File: src/rtl/avalonsemi_nibble_bridge.sv
// Nibble-serial register bridge: a 4-bit header/data stream writes, increments,
// clears and reads back a bank of WORD_W-bit channel registers.
module avalonsemi_nibble_bridge #(
  parameter int WORD_W   = 16,
  parameter int CHANNELS = 4
) (
  input  logic                         CLK,
  input  logic                         RST,
  input  logic [3:0]                   nib_in,
  input  logic                         nib_valid,
  output logic [CHANNELS*WORD_W-1:0]   ch_q,
  output logic [CHANNELS-1:0]          wr_strobe,
  output logic [3:0]                   nib_out,
  output logic                         nib_out_valid,
  output logic                         busy,
  output logic                         ovr
);

  localparam int N  = WORD_W / 4;
  localparam int CW = (N > 1) ? $clog2(N) : 1;
  localparam logic [CW-1:0] LAST = CW'(N - 1);

  localparam logic [1:0] CMD_WRITE = 2'b00;
  localparam logic [1:0] CMD_READ  = 2'b01;
  localparam logic [1:0] CMD_INC   = 2'b10;

  typedef enum logic [1:0] {IDLE, WDATA, RDATA} state_t;

  state_t                state_reg, state_next;
  logic [CW-1:0]         cnt_reg, cnt_next;
  logic [1:0]            chan_reg, chan_next;
  logic [WORD_W-1:0]     asm_reg, asm_next;
  logic [WORD_W-1:0]     shift_reg, shift_next;
  logic [3:0]            nib_out_reg, nib_out_next;
  logic                  nib_out_valid_reg, nib_out_valid_next;
  logic [CHANNELS-1:0]   wr_strobe_reg, wr_strobe_next;
  logic                  ovr_reg, ovr_next;

  logic                  do_write, do_inc, do_clear;
  logic [1:0]            sel_chan;
  logic [CHANNELS-1:0]   sel_oh;
  logic [CHANNELS*WORD_W-1:0] masked_flat;
  logic [WORD_W-1:0]     snap;

  // The header nibble carries the channel in IDLE; afterwards the latched one applies.
  assign sel_chan = (state_reg == IDLE) ? nib_in[1:0] : chan_reg;

  generate
    for (genvar gi = 0; gi < CHANNELS; gi++) begin : g_ch
      logic [WORD_W-1:0] word_reg;

      assign sel_oh[gi] = (sel_chan == 2'(gi));
      assign masked_flat[gi*WORD_W +: WORD_W] = sel_oh[gi] ? word_reg : '0;
      assign ch_q[gi*WORD_W +: WORD_W] = word_reg;

      always_ff @(posedge CLK or negedge RST) begin
        if (!RST) begin
          word_reg <= '0;
        end else if (do_clear) begin
          word_reg <= '0;
        end else if (do_write && sel_oh[gi]) begin
          word_reg <= asm_next;
        end else if (do_inc && sel_oh[gi]) begin
          word_reg <= word_reg + WORD_W'(1);
        end
      end
    end
  endgenerate

  // Out-of-range channels select nothing, so the snapshot reads as zero.
  always_comb begin
    snap = '0;
    for (int c = 0; c < CHANNELS; c++) begin
      snap = snap | masked_flat[c*WORD_W +: WORD_W];
    end
  end

  always_comb begin
    state_next         = state_reg;
    cnt_next           = cnt_reg;
    chan_next          = chan_reg;
    asm_next           = asm_reg;
    shift_next         = shift_reg;
    nib_out_next       = 4'h0;
    nib_out_valid_next = 1'b0;
    wr_strobe_next     = '0;
    ovr_next           = ovr_reg;
    do_write           = 1'b0;
    do_inc             = 1'b0;
    do_clear           = 1'b0;

    unique case (state_reg)
      IDLE: begin
        if (nib_valid) begin
          chan_next = nib_in[1:0];
          cnt_next  = '0;
          case (nib_in[3:2])
            CMD_WRITE: begin
              asm_next   = '0;
              state_next = WDATA;
            end
            CMD_READ: begin
              state_next         = RDATA;
              nib_out_valid_next = 1'b1;
              nib_out_next       = snap[3:0];
              shift_next         = snap >> 4;
            end
            CMD_INC: begin
              do_inc         = 1'b1;
              wr_strobe_next = sel_oh;
            end
            default: begin // CLEAR
              do_clear       = 1'b1;
              ovr_next       = 1'b0;
              wr_strobe_next = '1;
            end
          endcase
        end
      end

      WDATA: begin
        if (nib_valid) begin
          asm_next[{cnt_reg, 2'b00} +: 4] = nib_in;
          if (cnt_reg == LAST) begin
            do_write       = 1'b1;
            wr_strobe_next = sel_oh;
            state_next     = IDLE;
            cnt_next       = '0;
          end else begin
            cnt_next = cnt_reg + 1'b1;
          end
        end
      end

      RDATA: begin
        if (nib_valid) begin
          ovr_next = 1'b1;
        end
        if (cnt_reg == LAST) begin
          state_next = IDLE;
          cnt_next   = '0;
        end else begin
          cnt_next           = cnt_reg + 1'b1;
          nib_out_valid_next = 1'b1;
          nib_out_next       = shift_reg[3:0];
          shift_next         = shift_reg >> 4;
        end
      end

      default: begin
        state_next = IDLE;
      end
    endcase
  end

  always_ff @(posedge CLK or negedge RST) begin
    if (!RST) begin
      state_reg         <= IDLE;
      cnt_reg           <= '0;
      chan_reg          <= '0;
      asm_reg           <= '0;
      shift_reg         <= '0;
      nib_out_reg       <= 4'h0;
      nib_out_valid_reg <= 1'b0;
      wr_strobe_reg     <= '0;
      ovr_reg           <= 1'b0;
    end else begin
      state_reg         <= state_next;
      cnt_reg           <= cnt_next;
      chan_reg          <= chan_next;
      asm_reg           <= asm_next;
      shift_reg         <= shift_next;
      nib_out_reg       <= nib_out_next;
      nib_out_valid_reg <= nib_out_valid_next;
      wr_strobe_reg     <= wr_strobe_next;
      ovr_reg           <= ovr_next;
    end
  end

  assign nib_out       = nib_out_reg;
  assign nib_out_valid = nib_out_valid_reg;
  assign wr_strobe     = wr_strobe_reg;
  assign ovr           = ovr_reg;
  assign busy          = (state_reg == RDATA);

endmodule
File: config.mk
export PLATFORM = sky130hd
export DESIGN_NAME = avalonsemi_nibble_bridge
export DESIGN_NICKNAME = d
export VERILOG_FILES = /design/src/rtl/avalonsemi_nibble_bridge.sv
export SDC_FILE = /design/constraint.sdc
export NUM_CORES = 1
export LEC_CHECK = 0
export BUFFER_PORTS_ARGS = -buffer_cell sky130_fd_sc_hd__clkbuf_2
export CORE_MARGIN = 5
export CORE_UTILIZATION = 59
export CTS_BUF_LIST = sky130_fd_sc_hd__clkbuf_8 sky130_fd_sc_hd__clkbuf_16
export DETAILED_ROUTE_END_ITERATION = 10
export GPL_TIMING_DRIVEN = 0
export PLACE_DENSITY = 0.81
export SLEW_MARGIN = 20
export SYNTH_ARGS = -nofsm -noshare
export SYNTH_HDL_FRONTEND = slang
export SYNTH_SLANG_ARGS = --single-unit
File: constraint.sdc
create_clock -name CLK -period 3 [get_ports CLK]
set_input_delay 0.6 -clock CLK [delete_from_list [all_inputs] [get_ports CLK]]
set_output_delay 0.6 -clock CLK [all_outputs]
set_load 0.01 [all_outputs]
==> results.md, run 1 <==
Run status:
- The flow ran to the end, and the final reports show no timing, DRC or antenna violations.

Final layout:
- Compared with the post-synthesis result, the final layout area differs by 12.5%.
- Across the whole layout, storage elements account for 2700 µm².
- The diode insertion count for antenna repair is 0.
- The final layout contains 805 nets.
- In the final layout, the multi-input gates occupy 3500 µm².
- The register with the most flip-flops in the layout has 64 of them.
- The fraction of layout instances using a drive strength above 1 is 0.194.
- The final-layout fill cell count is 876.

CTS:
- TritonCTS built the clock tree.
- The clock slew seen by the registers of the worst setup and hold paths is 0.10 ns.
- The number of clock sinks is 108.
- The clock reaches the later pin of the worst-skew pair after 0.40 ns.
- The root buffer cell chosen for the clock tree is sky130_fd_sc_hd__clkbuf_8.
- The number of gates given a new drive strength after cts is 0.
- Buffers added to address setup during post-CTS repair amount to 0.
- The clock passes through at most 2 buffers.
- The number of hold buffers added after cts is 0.
- The number of H-tree levels is 3.
- The number of CTS-inserted buffers is 9.

STA:
- At the pin with the least slew margin, the transition time is 1.19 ns.
- Measured against its own limit, the worst slew margin works out to 0.206.
- Setup slack closes at 0.0147 ns.
- For the final database, setup skew stands at 0.0121 ns.
- The final number of hold-violating endpoints is 0.
- The number of pins exceeding their max-slew limit in the final report is 0.
- Setup repair after global routing could not meet its margin everywhere.
- The smallest clock period supported by the final layout is computed as 2.99 ns.
- The final worst-path cycle share is 0.995.
- Setup violations remaining at the end of the flow were counted as 0.
- The highest clock frequency the design can meet is 335 MHz.

Pwr:
- The reported net switching power is 1.67 mW.
- The total power after layout is 4.25 mW.
- Cell internal power was estimated by the tool at 2.58 mW.
- The combinational share of power is 0.360.
- The worst-case IR drop observed on VDD is 400 µV.
- The portion of total power attributed to sequential cells is 0.431.
- The cell area power density is 584 nW/µm².
- The share of total power consumed by net switching is 0.392.
- For this design the static power due to leakage is 3.22 nW.
- The share of total power dissipated in the clock network is 0.210.

Detailed routing:
- For this run, design rule violations remaining after detail routing come to 0.
- The final routed wire length divided by cell count is 23.8 µm.
- Detailed routing inserted a total of 6492 vias.
- The via density per instance is 6.99.
- The routed wire length is 22.1 mm.
- The number of DRC markers in iteration 0 is 1002.
- In this run the remaining antenna-violating nets after routing total 0.
- The first TritonRoute pass finished after 5 iterations.

Yosys:
- Yosys attributes the largest share of cell area to sky130_fd_sc_hd__dfrtp_1 (42%), sky130_fd_sc_hd__o21ai_0 (5.7%), sky130_fd_sc_hd__mux4_2 (5.6%), sky130_fd_sc_hd__nand2_1 (3.9%), sky130_fd_sc_hd__o221ai_1 (3.5%).
- The register bit total from synthesis is 108.
- The number of warnings issued by yosys is 0.
- The mean area per synthesized cell is 9.35 µm².
- For this run, the leading register cell type out of synthesis is sky130_fd_sc_hd__dfrtp_1.
- The total nets after synthesis is 712.
- The number of synthesized flops with an enable pin is 0.
- The post-synthesis instance area is 6470 µm².
- The cell count after synthesis is 692.
- Sorting the synthesized cells by how often they occur yields sky130_fd_sc_hd__dfrtp_1 (108), sky130_fd_sc_hd__o21ai_0 (74), sky130_fd_sc_hd__nand2_1 (68).
- The proportion of synthesized flip-flops having asynchronous set or reset is 1.00.
- Counting distinct cell types in the post-synthesis netlist gives 61.
- Of the post-synthesis cell area, the dominant cell type holds 0.418.
- The most area-hungry cell type in the Yosys netlist is sky130_fd_sc_hd__dfrtp_1.
- The share of the Yosys chip area taken by registers is 0.418.
- Yosys instantiated no cell more often than sky130_fd_sc_hd__dfrtp_1.

Placement:
- The setup slack after placement is 0.0649 ns.
- The number of port buffers is 80.
- The HPWL after detailed placement is 15.7 mm.
- At the end of routability-driven placement, the weighted congestion stood at 1.00.

GRT:
- The initial antenna violation count came to 0.
- After global routing the overflow that remains totals 0.
- The via count of the first global-routing pass is 6175.
- The global-route wire length before repair is 34.8 mm.
- The total track usage is 0.347.
- Entering global routing, the biggest net connects 56 pins.

Hold path:
- The class of the tightest hold or removal check is in2async.

Floorplanning:
- The number of cell rows is 38.
- The top-level port count is 82.
- The area of the core region is 10800 µm².
- The x dimension of the die is 115 µm.
- The die is 115 µm tall.
- The die area is 13200 µm².
- The initial core utilization is 0.599.

Worst setup path:
- The worst setup path is captured at a flip-flop.
- The arrival time at the worst endpoint is 3.22 ns.
- In this run the worst setup path begins at state_reg[1].
- The worst setup path is launched from a flip-flop.
- The maximum fanout count along the critical path is 10.
- STA puts the critical path data required time at 3.23 ns.
- The type of the setup path with the least slack is reg2reg.
- In this run the critical register-to-register path is launched from state_reg[1].
- The worst setup slack for register-to-register paths is 0.01 ns.

Run:
- The count of maximum capacitance violations is 0.
==> layout by cell type (no fill, tap or decap), drive strengths merged, types with 5 or more instances in the layout <==
cell type  instances
nor4               9
a21oi             33
o22ai              6
nor3              10
a22oi              8
o221ai            26
and4               8
nand2             72
clkbuf            99
a31oi             22
o21ai             79
nand2b             7
nand3b             8
mux4              16
nor2              58
a22o               8
buf               25
nand4             14
and3              21
o2bb2ai            6
inv               25
a32o               5
o211ai            12
a32oi             13
nand3             25
mux2i              6
dfrtp            108
ha                13
==> kinds of logic (layout without fill, tap and decap cells) <==
kind of cell               after synthesis  count (layout)  synth area share
muxes                                   25              25            0.0727
adders and majority gates               13              13            0.0251
and+or+nand+nor                        258             258             0.206
AOI/OAI and AO/OA                      232             232             0.237
buffers and inverters                   56             153            0.0412
DFF                                    108             108             0.418
==> stage by stage <==
stage                     cell area (µm²)  std cells  hold WS (ns)  utilization  setup TNS [ns]
after floorplan                      6470        692         0.304            -               0
after global placement               7040        912         0.480        0.653          -15.06
after detailed placement             7080        913         0.494        0.656               0
after CTS                            7260        928         0.172        0.673               0
after global routing                 7270        929         0.202        0.674         -0.0670
final                                7270        929         0.154        0.674               0
==> critical path, cell delays in order, from the launching register on <==
cell                       delay, ns
sky130_fd_sc_hd__dfrtp_1        0.43
sky130_fd_sc_hd__inv_1          0.09
sky130_fd_sc_hd__ha_1           0.29
sky130_fd_sc_hd__buf_6          0.19
sky130_fd_sc_hd__buf_4          0.17
sky130_fd_sc_hd__o21ai_0        0.21
sky130_fd_sc_hd__nand3_1        0.25
sky130_fd_sc_hd__a32oi_1        0.95
sky130_fd_sc_hd__o211ai_1       0.25
==> metal layers <==
| layer | track usage | vias up | wire (µm) |
|---|---|---|---|
| li1 | - | 2838 | - |
| met1 | 0.476 | 3163 | 8720 |
| met2 | 0.505 | 411 | 9630 |
| met3 | 0.0888 | 80 | 2380 |
| met4 | 0.192 | 0 | 1340 |
| met5 | 0 | - | 0 |
==> final timing paths <==
check / end / cells after the start
worst min register to register: shift_reg[8] / 1
min in group CLK: shift_reg[8] / 1
worst max register to register: g_ch[3].word_reg[5] / 8
worst min-delay path: asm_reg[15] / 1
max in group asynchronous: g_ch[1].word_reg[4] / 2
worst max-delay path: g_ch[3].word_reg[5] / 8
==> cell type report <==
class | count | share of cell area
timing repair buffer | 82 | 0.0611
buffer | 33 | 0.0248
tap | 140 | 0.0241
clock buffer | 9 | 0.0170
sequential | 108 | 0.372
clock inverter | 6 | 0.00808
inverter | 23 | 0.0119
multi-input combinational | 528 | 0.482
==> power groups by stage <==
stage / Sequential (mW) / Clock [mW] / Combinational [mW]
2_1_floorplan: 1.82 / 0 / 1.05
3_3_place_gp: 1.83 / 0 / 1.44
3_5_place_dp: 1.85 / 0 / 1.49
4_1_cts: 1.82 / 0.891 / 1.50
5_1_grt: 1.85 / 0.942 / 1.66
6_report: 1.83 / 0.891 / 1.53
Power figures use the tool's default switching activity.
==> inputs of run 2 (changes only) <==
PLACE_DENSITY = 0.85   (was 0.81)
==> run 2 against run 1 <==
  * Worst hold slack gained 0.0039 ns
  * Largest cell class unchanged
  * Wire length shrank 0.42%
  * The run now ends with negative setup slack left
  * Critical path depth is the same
  * Combinational power is essentially flat
==> results.md, run 2 (synthesized netlist as in run 1, its figures left out) <==
Run status:
- The run finished, with violations left.
- The checks that failed: negative setup slack.

Worst setup path:
- The critical path in this run is classified as reg2reg.
- The arrival time at the worst endpoint is 3.28 ns (+0.06 ns).
- The maximum fanout count along the critical path is 10 (unchanged).
- STA classifies the critical path startpoint as a flip-flop.
- The required time at the endpoint of the critical path is 3.22 ns (about the same).
- The kind of end point of the critical path is a flip-flop.

Hold path:
- The worst hold path belongs to the class in2async.

Pwr:
- The leakage power was 3.23 nW (+0.24%).
- The cell area power density is 601 nW/µm² (+2.9%).
- The maximum resistive drop on vdd is 309 µV (-23%).

Detailed routing:
- The first-pass detailed-route iteration total was 6 (+1).
- The number of nets with antenna violations after detailed routing is 0 (unchanged).
- The number of DRC markers in iteration 0 is 1058 (+5.6%).
- The number of vias in the routed layout is 6628 (+2.1%).
- The routed wire length was 22.0 mm (-0.42%).
- The final routed wire length divided by cell count came to 23.7 µm (-0.42%).
- The post-route DRC violation count came to 0 (unchanged).
- The via density per instance came to 7.13 (+2.1%).

Placement:
- The number of port buffers came to 80 (unchanged).
- The total cell area at the placement stage is 7080 µm² (unchanged).
- The HPWL after detailed placement is 15.6 mm (-1.1%).
- The weighted congestion at the end of routability-driven global placement was 1.01 (+0.46%).

CTS:
- The number of H-tree levels was 3 (unchanged).
- The clock latency on the worst-skew pair came to 0.39 ns (about the same).
- The clock tree buffer depth is 2 (unchanged).
- TritonCTS built the clock tree.
- Clock tree synthesis selected as its root buffer the cell sky130_fd_sc_hd__clkbuf_8.
- The number of post-CTS setup repair buffers is 0 (unchanged).
- The number of hold buffers added after cts came to 0 (unchanged).
- The number of clock sinks is 108 (unchanged).
- The number of gates given a new drive strength after cts is 0 (unchanged).
- The number of CTS-inserted buffers is 9 (unchanged).
- The clock slew seen by the registers of the worst setup and hold paths came to 0.11 ns (about the same).

STA:
- The transition time of the tightest slew-check pin is 1.24 ns (+0.0464 ns).
- The final worst-path cycle share is 1.02 (+0.0260).
- The relative max-transition margin came to 0.175 (-0.0309).
- The final number of hold-violating endpoints is 0 (unchanged).
- The final critical path time including I/O delays and setup is 3.06 ns (+0.0779 ns).
- The clock skew came to 0.0123 ns (+0.000178 ns).
- The number of setup violations in the final report is 4 (+4).
- The tightest hold margin was 0.158 ns (+0.00388 ns).
- The number of pins exceeding their max-slew limit in the final report is 0 (unchanged).
- The highest clock frequency the design can meet is 326 MHz (-2.5%).
- The worst setup margin came to -0.0632 ns (-0.0779 ns).
- Setup repair after global routing could not meet its margin everywhere.

GRT:
- The total track usage is 0.344 (-0.00284).
- The initial antenna violation count is 0 (unchanged).
- The via count of the first global-routing pass is 6304 (+2.1%).
- The global-route wire length before repair is 34.7 mm (-0.10%).
- The maximum number of pins on one net before global-route repair was 56 (unchanged).
- The total global routing overflow was 0 (unchanged).

Final layout:
- The final design instance area without fill is 7310 µm² (+0.55%).
- The area overhead of the layout relative to synthesis is 13.1%.
- The final-layout fill cell count is 786 (-10%).
- The diode insertion count for antenna repair was 0 (unchanged).
- The library cell used most frequently in the layout, excluding fill and tap cells, is sky130_fd_sc_hd__dfrtp_1.
- In the layout the commonest cells are sky130_fd_sc_hd__dfrtp_1 (108), sky130_fd_sc_hd__clkbuf_2 (79), sky130_fd_sc_hd__o21ai_0 (74).
- The total number of nets in the final design is 804 (-0.12%).
- The number of flip-flops in the largest register is 64 (unchanged).
- The fraction of layout instances using a drive strength above 1 is 0.196 (+0.00253).

Floorplanning:
- The area of the core region came to 10800 µm² (unchanged).
- The x dimension of the die is 115 µm (unchanged).
- The initial core utilization is 0.599 (unchanged).
- The die outline height is 115 µm (unchanged).
- The top-level port count is 82 (unchanged).
- The die area is 13200 µm² (unchanged).
- The number of cell rows was 38 (unchanged).

Run:
- The count of maximum capacitance violations is 0 (unchanged).
## run 2: cell types whose count changed in the layout (fill, tap and decap cells not counted)
cell                         before  now
sky130_fd_sc_hd__inv_1           25   23
sky130_fd_sc_hd__bufinv_16        1    2
sky130_fd_sc_hd__clkinv_4         1    0
sky130_fd_sc_hd__clkinv_2         1    0
sky130_fd_sc_hd__clkinvlp_4       1    2
sky130_fd_sc_hd__inv_6            0    2
sky130_fd_sc_hd__buf_4            6    5
sky130_fd_sc_hd__clkbuf_8        10   11
## run 2: worst max-delay path, stage by stage, from the launching register on
cell                       delay [ns]
sky130_fd_sc_hd__dfrtp_1         0.41
sky130_fd_sc_hd__inv_1           0.09
sky130_fd_sc_hd__ha_1            0.31
sky130_fd_sc_hd__buf_6           0.19
sky130_fd_sc_hd__buf_4           0.17
sky130_fd_sc_hd__o21ai_0         0.20
sky130_fd_sc_hd__nand3_1         0.26
sky130_fd_sc_hd__a32oi_1         0.99
sky130_fd_sc_hd__o221ai_1        0.27
## run 2: area by class of cell
| cell class | count | area (µm²) | share of cell area |
|---|---|---|---|
| multi-input cells | 528 | 3500 | 0.479 |
| clock buffers | 10 | 138 | 0.0188 |
| repair buffers | 81 | 437 | 0.0597 |
| inverters | 23 | 86.3 | 0.0118 |
| well taps | 140 | 175 | 0.0239 |
| plain buffers | 33 | 180 | 0.0246 |
| clock inverters | 6 | 92.6 | 0.0127 |
| flip-flops and latches | 108 | 2700 | 0.369 |
## run 2: through the flow
step	setup TNS, ns	instances	power, mW	util	setup slack [ns]
floorplan	0	692	2.86	-	0.730
global placement	-12.99	912	3.26	0.653	-0.125
detailed placement	0	913	3.33	0.656	0.176
CTS	0	929	4.36	0.677	0.164
global route	-0.164	929	4.63	0.678	-0.0455
finish	-0.170	929	4.40	0.678	-0.0632
## run 2: path summary, 6_finish.rpt
check                                   from             endpoint  cells past startpoint  slack, ns
worst max register to register  state_reg[0]  g_ch[0].word_reg[6]                      8      -0.06
worst min-delay path                     RST         wr_strobe[3]                      1       0.16
worst min register to register  shift_reg[2]           nib_out[2]                      1       0.52
min in group CLK                shift_reg[2]           nib_out[2]                      1       0.52
max in group asynchronous                RST  g_ch[1].word_reg[3]                      2       2.23
worst max-delay path            state_reg[0]  g_ch[0].word_reg[6]                      8      -0.06
## run 2: power by group
group / switching, mW / leakage, nW / internal [mW] / total, mW
Combinational: 0.951 / 1.64 / 0.572 / 1.52
Clock: 0.544 / 0.110 / 0.499 / 1.04
Sequential: 0.204 / 1.48 / 1.63 / 1.83
Total: 1.70 / 3.23 / 2.70 / 4.40
## run 2: metal layers
metal	GRT usage	share of wire	vias up
met5	0	0	-
met4	0.243	0.073	0
met3	0.0708	0.12	106
met2	0.496	0.44	502
met1	0.465	0.37	3177
li1	-	-	2843
==> inputs of run 3 (changes only) <==
--- a/config.mk
+++ b/config.mk
@@ -7,7 +7,9 @@
 export LEC_CHECK = 0
 export BUFFER_PORTS_ARGS = -buffer_cell sky130_fd_sc_hd__clkbuf_2
+export CORE_ASPECT_RATIO = 0.5
 export CORE_MARGIN = 5
 export CORE_UTILIZATION = 59
 export CTS_BUF_LIST = sky130_fd_sc_hd__clkbuf_8 sky130_fd_sc_hd__clkbuf_16
+export CTS_CLUSTER_SIZE = 28
 export DETAILED_ROUTE_END_ITERATION = 10
 export GPL_TIMING_DRIVEN = 0
==> constraint.sdc (replaced) <==
create_clock -name CLK -period 3 [get_ports CLK]
set_input_delay 0 -clock CLK [delete_from_list [all_inputs] [get_ports CLK]]
set_output_delay 0 -clock CLK [all_outputs]
set_load 0.01 [all_outputs]
==> run 3 against run 2 <==
  * The run now ends clean
  * Sequential share of layout area is 0.32 points lower
  * Register-to-register slack better by 0.12 ns
  * Sequential power hardly changed
  * Die area is 0.96% higher
  * Critical path depth is 2 higher
  * Cell area is 0.87% higher
  * Clock power is 8% higher
  * Combinational power hardly changed
  * Sequential cell count stayed put
  * Cell count is 0.43% higher
  * Critical endpoint is now g_ch[0].word_reg[9]
  * Largest power group unchanged
==> results.md, run 3 (synthesized netlist as in run 1, its figures left out) <==
Floorplanning:
- The die area was 13300 µm² (+0.96%).
- The initial core utilization is 0.597 (-0.00284).
- The number of cell rows was 27 (-29%).
- The top-level port count is 82 (unchanged).
- The x dimension of the die was 158 µm (+38%).
- The die outline height is 84.0 µm (-27%).
- The area of the core region is 10800 µm² (+0.48%).

GRT:
- The global-route wire length before repair was 34.5 mm (-0.68%).
- The total global routing overflow is 0 (unchanged).
- The via count of the first global-routing pass is 6201 (-1.6%).
- The initial antenna violation count is 0 (unchanged).
- The total track usage came to 0.338 (-0.00591).
- The maximum number of pins on one net before global-route repair is 90 (+61%).

Detailed routing:
- The via density per instance was 7.16 (+0.35%).
- The number of DRC markers in iteration 0 was 1102 (+4.2%).
- The first-pass detailed-route iteration total is 6 (unchanged).
- The number of nets with antenna violations after detailed routing is 0 (unchanged).
- The routed wire length came to 21.9 mm (-0.55%).
- The final routed wire length divided by cell count is 23.4 µm (-0.98%).
- The post-route DRC violation count is 0 (unchanged).
- The number of vias in the routed layout was 6680 (+0.78%).

Final layout:
- The final-layout fill cell count is 833 (+6.0%).
- The library cell used most frequently in the layout, excluding fill and tap cells, is sky130_fd_sc_hd__dfrtp_1.
- The diode insertion count for antenna repair is 0 (unchanged).
- The number of flip-flops in the largest register is 64 (unchanged).
- The library cells used most frequently in the layout, excluding fill and tap cells, are sky130_fd_sc_hd__dfrtp_1 (108), sky130_fd_sc_hd__clkbuf_2 (79), sky130_fd_sc_hd__o21ai_0 (74).
- The final design instance area without fill is 7380 µm² (+0.87%).
- The fraction of layout instances using a drive strength above 1 is 0.197 (+0.000249).
- The area overhead of the layout relative to synthesis is 14.1%.
- The total number of nets in the final design is 805 (+0.12%).

STA:
- The number of pins exceeding their max-slew limit in the final report came to 0 (unchanged).
- The summed negative setup slack over all endpoints is 0 ns (+0.170 ns).
- The clock skew came to 0.0179 ns (+0.00560 ns).
- The final number of hold-violating endpoints is 0 (unchanged).
- The number of setup violations in the final report is 0 (-4).
- The tightest hold margin is 0.0597 ns (-0.0986 ns).
- The final worst-path cycle share is 0.980 (-0.0408).
- The relative max-transition margin is 0.305 (+0.131).
- The highest clock frequency the design can meet came to 340 MHz (+4.2%).
- The transition time of the tightest slew-check pin came to 1.04 ns (-0.196 ns).
- Setup repair after global routing left no endpoint under its margin.
- The final critical path time including I/O delays and setup is 2.94 ns (-0.122 ns).

CTS:
- The number of post-CTS setup repair buffers was 0 (unchanged).
- The clock tree buffer depth came to 2 (unchanged).
- The number of CTS-inserted buffers was 9 (unchanged).
- The number of H-tree levels was 3 (unchanged).
- CTS placed an instance of sky130_fd_sc_hd__clkbuf_16 at the clock tree root.
- The clock slew seen by the registers of the worst setup and hold paths is 0.08 ns (-0.03 ns).
- TritonCTS built the clock tree.
- The number of clock sinks is 108 (unchanged).
- The clock latency on the worst-skew pair is 0.36 ns (-0.03 ns).

Pwr:
- The portion of total power attributed to sequential cells was 0.406 (-0.011).
- The relative contribution of the clock network to total power is 0.250 (+0.013).
- The combinational share of power came to 0.344 (-0.002).
- The leakage power was 3.25 nW (+0.72%).
- The cell area power density came to 610 nW/µm² (+1.4%).
- The total power after layout came to 4.50 mW (+2.3%).
- The maximum resistive drop on vdd is 331 µV (+7.1%).
- The internal power component is 2.76 mW (+2.4%).
- The reported net switching power is 1.74 mW (+2.2%).
- The share of total power consumed by net switching is 0.386 (about the same).

Placement:
- The number of port buffers is 80 (unchanged).
- The HPWL after detailed placement is 15.5 mm (-0.17%).
- The total cell area at the placement stage came to 7090 µm² (about the same).
- The weighted congestion at the end of routability-driven global placement is 1.01 (+0.48%).

Run status:
- The flow ran to the end, and the final reports show no timing, DRC or antenna violations.

Worst setup path:
- The arrival time at the worst endpoint is 3.16 ns (-0.12 ns).
- The worst setup path is captured at a flip-flop.
- The depth of the most critical reg-to-reg path is 10 (+2).
- The type of the setup path with the least slack is reg2reg.
- The maximum fanout count along the critical path is 10 (unchanged).
- The worst setup path is launched from a flip-flop.
- The required time at the endpoint of the critical path is 3.22 ns (about the same).

Hold path:
- The path class of the tightest hold or removal check is in2async.

Run:
- The count of maximum capacitance violations came to 0 (unchanged).
-- run 3: cell count changes in the layout (fill, tap and decap cells not counted), moves of 2 or more --
cell	previous run	this run
sky130_fd_sc_hd__bufinv_16	2	0
sky130_fd_sc_hd__clkbuf_16	0	9
sky130_fd_sc_hd__nor4_1	7	5
sky130_fd_sc_hd__nor4_2	2	4
sky130_fd_sc_hd__clkinv_4	0	2
sky130_fd_sc_hd__clkbuf_8	11	1
-- run 3: metal layers --
| layer | vias up | wire (µm) | GRT usage |
|---|---|---|---|
| met4 | 0 | 1220 | 0.159 |
| met5 | - | 0 | 0 |
| li1 | 2847 | - | - |
| met1 | 3150 | 8240 | 0.465 |
| met3 | 118 | 3460 | 0.132 |
| met2 | 565 | 8940 | 0.468 |
-- run 3: power by group through the flow --
stage / logic, mW / registers, mW / clock network, mW
final: 1.55 / 1.83 / 1.12
after global routing: 1.70 / 1.85 / 1.18
after CTS: 1.51 / 1.82 / 1.12
after detailed placement: 1.50 / 1.85 / 0
after global placement: 1.44 / 1.84 / 0
after floorplan: 1.05 / 1.82 / 0
-- run 3: timing repair --
item	4_1_cts	5_1_grt
hold buffers	1	0
setup endpoints to repair	0	3
hold endpoints to repair	108	0
gates resized for setup	0	3
-- run 3: final timing paths --
| path | to | from | slack, ns |
|---|---|---|---|
| max | g_ch[0].word_reg[9] | state_reg[1] | 0.06 |
| max reg2reg | g_ch[0].word_reg[9] | state_reg[1] | 0.06 |
| max in group asynchronous | state_reg[1] | RST | 2.25 |
| min reg2reg | nib_out[2] | shift_reg[2] | 0.50 |
| min | g_ch[0].word_reg[2] | RST | 0.06 |
| min in group CLK | state_reg[1] | nib_in[3] | 0.06 |
-- run 3: layout make-up --
class                      instances  area [µm²]  share of cell area
clock buffer                       9         225              0.0305
inverter                          23        86.3              0.0117
tap                              145         181              0.0246
sequential                       108        2700               0.366
buffer                            33         180              0.0244
clock inverter                     5        38.8             0.00526
timing repair buffer              82         447              0.0605
multi-input combinational        528        3520               0.477
-- run 3: worst max-delay path: stages (launching register included) --
cell and delay (ns):
sky130_fd_sc_hd__dfrtp_1 0.41, sky130_fd_sc_hd__inv_1 0.08, sky130_fd_sc_hd__ha_1 0.29, sky130_fd_sc_hd__buf_6 0.20
sky130_fd_sc_hd__buf_4 0.17, sky130_fd_sc_hd__o21ai_0 0.16, sky130_fd_sc_hd__nand3_1 0.27, sky130_fd_sc_hd__a32oi_1 0.78
sky130_fd_sc_hd__inv_1 0.16, sky130_fd_sc_hd__nand3_1 0.15, sky130_fd_sc_hd__o311ai_0 0.14
-- run 3: per-stage QoR --
stage	setup WS [ns]	util	std cells
2_1_floorplan	0.730	-	692
3_3_place_gp	0.228	0.650	917
3_5_place_dp	0.180	0.654	918
4_1_cts	0.164	0.679	933
5_1_grt	0.00366	0.680	933
6_report	0.0592	0.680	933
